$ cat config.mk
export PLATFORM = sky130hd
export DESIGN_NAME = btb_fetch_pc_gen
export DESIGN_NICKNAME = d
export VERILOG_FILES = /design/src/rtl/btb_fetch_pc_gen.sv
export SDC_FILE = /design/constraint.sdc
export NUM_CORES = 2
export LEC_CHECK = 0
export CAP_MARGIN = 20
export CORE_MARGIN = 2
export CORE_UTILIZATION = 40
export CTS_CLUSTER_DIAMETER = 150
export CTS_CLUSTER_SIZE = 8
export DETAILED_ROUTE_END_ITERATION = 10
export HOLD_SLACK_MARGIN = 0.06
export MAX_ROUTING_LAYER = met4
export PLACE_DENSITY = 0.51
export REMOVE_ABC_BUFFERS = 1
export SLEW_MARGIN = 40
export SYNTH_ARGS = -nofsm -noshare
export SYNTH_HDL_FRONTEND = slang
export SYNTH_SLANG_ARGS = --single-unit
$ cat constraint.sdc
create_clock -name clk -period 12.63 [get_ports clk]
set_input_delay 2.526 -clock clk [delete_from_list [all_inputs] [get_ports clk]]
set_output_delay 2.526 -clock clk [all_outputs]
set_load 0.02 [all_outputs]
$ cat src/rtl/btb_fetch_pc_gen.sv
// Fetch-stage PC generator with a direct-mapped 1-bit-history BTB, EX-stage
// misprediction redirect and branch / misprediction statistics counters.
module btb_fetch_pc_gen #(
  parameter int          ENTRY_BITS = 6,
  parameter logic [31:0] RESET_PC   = 32'h0
) (
  input  logic        clk,
  input  logic        rst,
  input  logic        stall_f,
  output logic [31:0] pc_f,
  output logic        pred_taken_f,
  output logic [31:0] pred_target_f,
  input  logic        ex_br,
  input  logic [31:0] ex_pc,
  input  logic        ex_taken,
  input  logic [31:0] ex_target,
  input  logic        ex_pred_taken,
  input  logic [31:0] ex_pred_target,
  output logic        flush,
  output logic [31:0] br_cnt,
  output logic [31:0] mispred_cnt
);

  localparam int ENTRIES = 1 << ENTRY_BITS;
  localparam int TAG_W   = 32 - ENTRY_BITS - 2;

  logic             valid_q  [ENTRIES];
  logic             hist_q   [ENTRIES];
  logic [TAG_W-1:0] tag_q    [ENTRIES];
  logic [29:0]      target_q [ENTRIES];

  logic [ENTRY_BITS-1:0] f_idx, ex_idx;
  logic [TAG_W-1:0]      f_tag, ex_tag;
  logic                  f_hit, ex_hit;
  logic [31:0]           pc_f_plus4, ex_pc_plus4;
  logic [31:0]           actual_next, predicted_next, pc_d;

  // Asynchronous lookup keeps the table in registers / distributed RAM.
  always_comb begin
    f_idx         = pc_f[ENTRY_BITS+1:2];
    f_tag         = pc_f[31:ENTRY_BITS+2];
    f_hit         = valid_q[f_idx] && (tag_q[f_idx] == f_tag);
    pc_f_plus4    = pc_f + 32'd4;
    pred_taken_f  = f_hit && hist_q[f_idx];
    pred_target_f = pred_taken_f ? {target_q[f_idx], 2'b00} : pc_f_plus4;
  end

  // Masking rather than slicing keeps every target bit in use.
  always_comb begin
    ex_idx         = ex_pc[ENTRY_BITS+1:2];
    ex_tag         = ex_pc[31:ENTRY_BITS+2];
    ex_hit         = valid_q[ex_idx] && (tag_q[ex_idx] == ex_tag);
    ex_pc_plus4    = ex_pc + 32'd4;
    actual_next    = ex_taken ? (ex_target & ~32'h3) : ex_pc_plus4;
    predicted_next = ex_pred_taken ? ex_pred_target : ex_pc_plus4;
    flush          = ex_br && (actual_next != predicted_next);
  end

  always_comb begin
    if (flush)             pc_d = actual_next;
    else if (stall_f)      pc_d = pc_f;
    else if (pred_taken_f) pc_d = pred_target_f;
    else                   pc_d = pc_f_plus4;
  end

  always_ff @(posedge clk) begin
    if (rst) begin
      pc_f        <= RESET_PC & ~32'h3;
      br_cnt      <= '0;
      mispred_cnt <= '0;
    end else begin
      pc_f <= pc_d & ~32'h3;
      if (ex_br) br_cnt      <= br_cnt + 32'd1;
      if (flush) mispred_cnt <= mispred_cnt + 32'd1;
    end
  end

  // Only the valid bits need reset; tag/target/hist are don't-care when invalid.
  always_ff @(posedge clk) begin
    if (rst) begin
      for (int i = 0; i < ENTRIES; i++) valid_q[i] <= 1'b0;
    end else if (ex_br && ex_taken) begin
      valid_q[ex_idx] <= 1'b1;
    end
  end

  always_ff @(posedge clk) begin
    if (!rst && ex_br) begin
      if (ex_taken) begin
        tag_q[ex_idx]    <= ex_tag;
        target_q[ex_idx] <= ex_target[31:2];
        hist_q[ex_idx]   <= 1'b1;
      end else if (ex_hit) begin
        hist_q[ex_idx]   <= 1'b0;
      end
    end
  end

endmodule

==> impl_metrics.toml <==
[status]
status = "finished clean"

[yosys]
yosysWarnings = 0
netlist.area_leader.share_pct = 66.18
synth_edf_count = 3520
ys_types = 105
synth_flop_cell = "edfxtp_1"
synth_top_cell_by_area = "edfxtp_1"
syn-instance-count = 8590
synthTopCellsByArea = "edfxtp_1 (66%), mux4_2 (16%), dfxtp_1 (2.1%)"
synth_area_mm2 = 0.1597
syn_avg_cell_area_um2 = 18.59
yosysSeqAreaShare_pct = 68.23
synth_common_cells = "edfxtp_1 (3520), mux4_2 (1105), nand2_1 (330)"
synth_most_common_cell = "edfxtp_1"
async_reset_ff_share_pct = 0
synth-seq-cells = 3684

[global_route]
grt_max_degree = 109
grt_pass1_wl_mm = 874.5
antenna_found_initial = 68
grt_pass1_vias = 96480
track_usage_pct = 32.98
gr-total-overflow = 0

[detailed_routing]
wire_per_inst_um = 45.18
ant_nets = 0
drtPass1Iterations = 9
vias = 99940
drt_iter0_markers = 16400
drc = 0
finalWirelength_mm = 660.9
post_drt_via_cell_ratio = 6.832

[setup_path]
worstPathArrival_ns = 8.38
end_kind = "primary output"
critPathKind = "flip-flop to primary output"
crit_required_ns = 10.10
cp-start-kind = "flip-flop"
path_max_fanout = 40

[floorplan]
initial_core_util_pct = 40.08
coreArea_mm2 = 0.3986
rows = 232
die-width_um = 635.9
die_h_um = 635.9
num_io_pins = 232
dieArea_mm2 = 0.4044

[min_path]
min_path_type = "flip-flop to flip-flop"

[clock_tree]
cts_tree = "yes"
post_cts_resized = 0
clkTransAtPathRegs_ns = 0.05
htreeDepth = 6
postCtsHoldBufs = 0
clk_latency_ns = 1.07
clock_path_buffers = 4
clock-sinks = 3684
cts_setup_buffers = 0
cts_made_buffers = 530
cts-root-buf = "clkbuf_16"

[cells_and_area]
regArea_mm2 = 0.1090
multi_input_area_mm2 = 0.04810
stdcell_count = 14630
nFillCells = 33630
final_core_util_pct = 46.37
area_delta_synth_final_pct = 15.70
fin_nets = 9249
drive_gt1_share_pct = 27.77

[pwr]
vdd_ir_drop_max_mv = 0.1356
p_leak_nw = 58.09
powerDensity_mw_per_mm2 = 157.9

[placed_design]
dp_hpwl_mm = 392.4
dp_cells = 13870
io_buffers = 225
place_congestion = 0.9463

[sta]
hold_viol = 0
setup_viol = 0
rsz0062_at_grt = "no"
period_share_pct = 86.35
fmax_ghz = 0.09169
relSlewSlack_pct = 32.82
slew_viol_final = 0
worst_pin_slew_ns = 1.001
finClkSkew_ns = 0.06983
post-route-min-period_ns = 10.91

[flow_run]
maxCapViolCount = 0
## power by group
| part | internal, W | switching [W] |
|---|---|---|
| combinational | 0.00100 | 0.00175 |
| sequential | 0.0134 | 0.0000606 |
| clock | 0.00767 | 0.00527 |
## kinds of logic after synthesis
kind of cell | Yosys count | synth area share, %
other cells | 1 | 0.002348
mux | 1612 | 18.96
simple gates | 1219 | 3.871
buf+inv | 685 | 2.198
fa+ha+maj | 4 | 0.03133
flops | 3684 | 68.23
xor+xnor | 198 | 1.207
compound gates | 1187 | 5.501
## cells in the final DEF (no fill, tap or decap), drive strengths merged, types with 136 or more instances in the layout
cell type / n
edfxtp: 3520
mux4: 1109
clkbuf: 640
buf: 489
nand2: 330
mux2i: 299
nor2: 244
mux2: 204
a221oi: 173
clkdlybuf4s50: 165
dfxtp: 164
o22ai: 147
a22oi: 137
nor3: 136
## sequential cells by signal, indices dropped and copies added (netlist names), named ones only
name	flops
tag_q	1536
pc_f	30
target_q	1920
hist_q	64
br_cnt	32
mispred_cnt	32
valid_q	64
## cell type report
cell class	instances	area share, %
Timing Repair Buffer	654	3.320
Clock buffer	640	7.515
Tap cell	5265	3.565
Antenna cell	65	0.08801
Sequential cell	3684	58.98
Inverter	49	0.1144
Multi-Input combinational cell	4224	26.03
Clock inverter	47	0.3873
## metrics by stage
step	hold slack [ns]	total power (W)	cell area, µm²	setup TNS [ns]	worst slack (ns)
floorplan	0.4398	0.01647	156400	-2167.28	-33.63
global placement	0.4563	0.01638	169000	0	2.148
detailed placement	0.4655	0.01641	169900	0	2.381
CTS	0.4775	0.02926	184500	0	1.801
global route	0.4955	0.02982	184800	0	1.755
finish	0.4811	0.02918	184800	0	1.724
## metal layers
metal / track usage (%) / vias up / share of wire (%)
li1: - / 37210 / -
met1: 41.62 / 53840 / 37
met2: 49.11 / 7213 / 46
met3: 8.124 / 1674 / 11
met4: 18.01 / 0 / 6.2
met5: - / - / 0
## critical path, cell delays in order, from the launching register on
cell and delay (ns):
dfxtp_4 0.62, buf_4 0.46, buf_4 0.43, nor2b_1 0.77, buf_4 0.41, a221oi_1 0.14, a221oi_1 0.35, o2111ai_2 0.39
buf_4 0.30, a2111oi_2 0.38, nand4b_1 0.28, nor4_4 0.45, buf_4 0.62, mux2i_1 0.81, clkdlybuf4s50_1 0.75
## path summary, 6_finish.rpt
check | slack [ns] | cells after the start | start | end
max reg2reg | 5.79 | 14 | flip-flop | pc_f[3]
min reg2reg | 0.48 | 1 | valid_q[61] | valid_q[61]
max | 1.72 | 14 | flip-flop | pred_target_f[14]
min | 0.48 | 1 | valid_q[61] | valid_q[61]
Note: power is estimated with default switching activity, not from simulation.
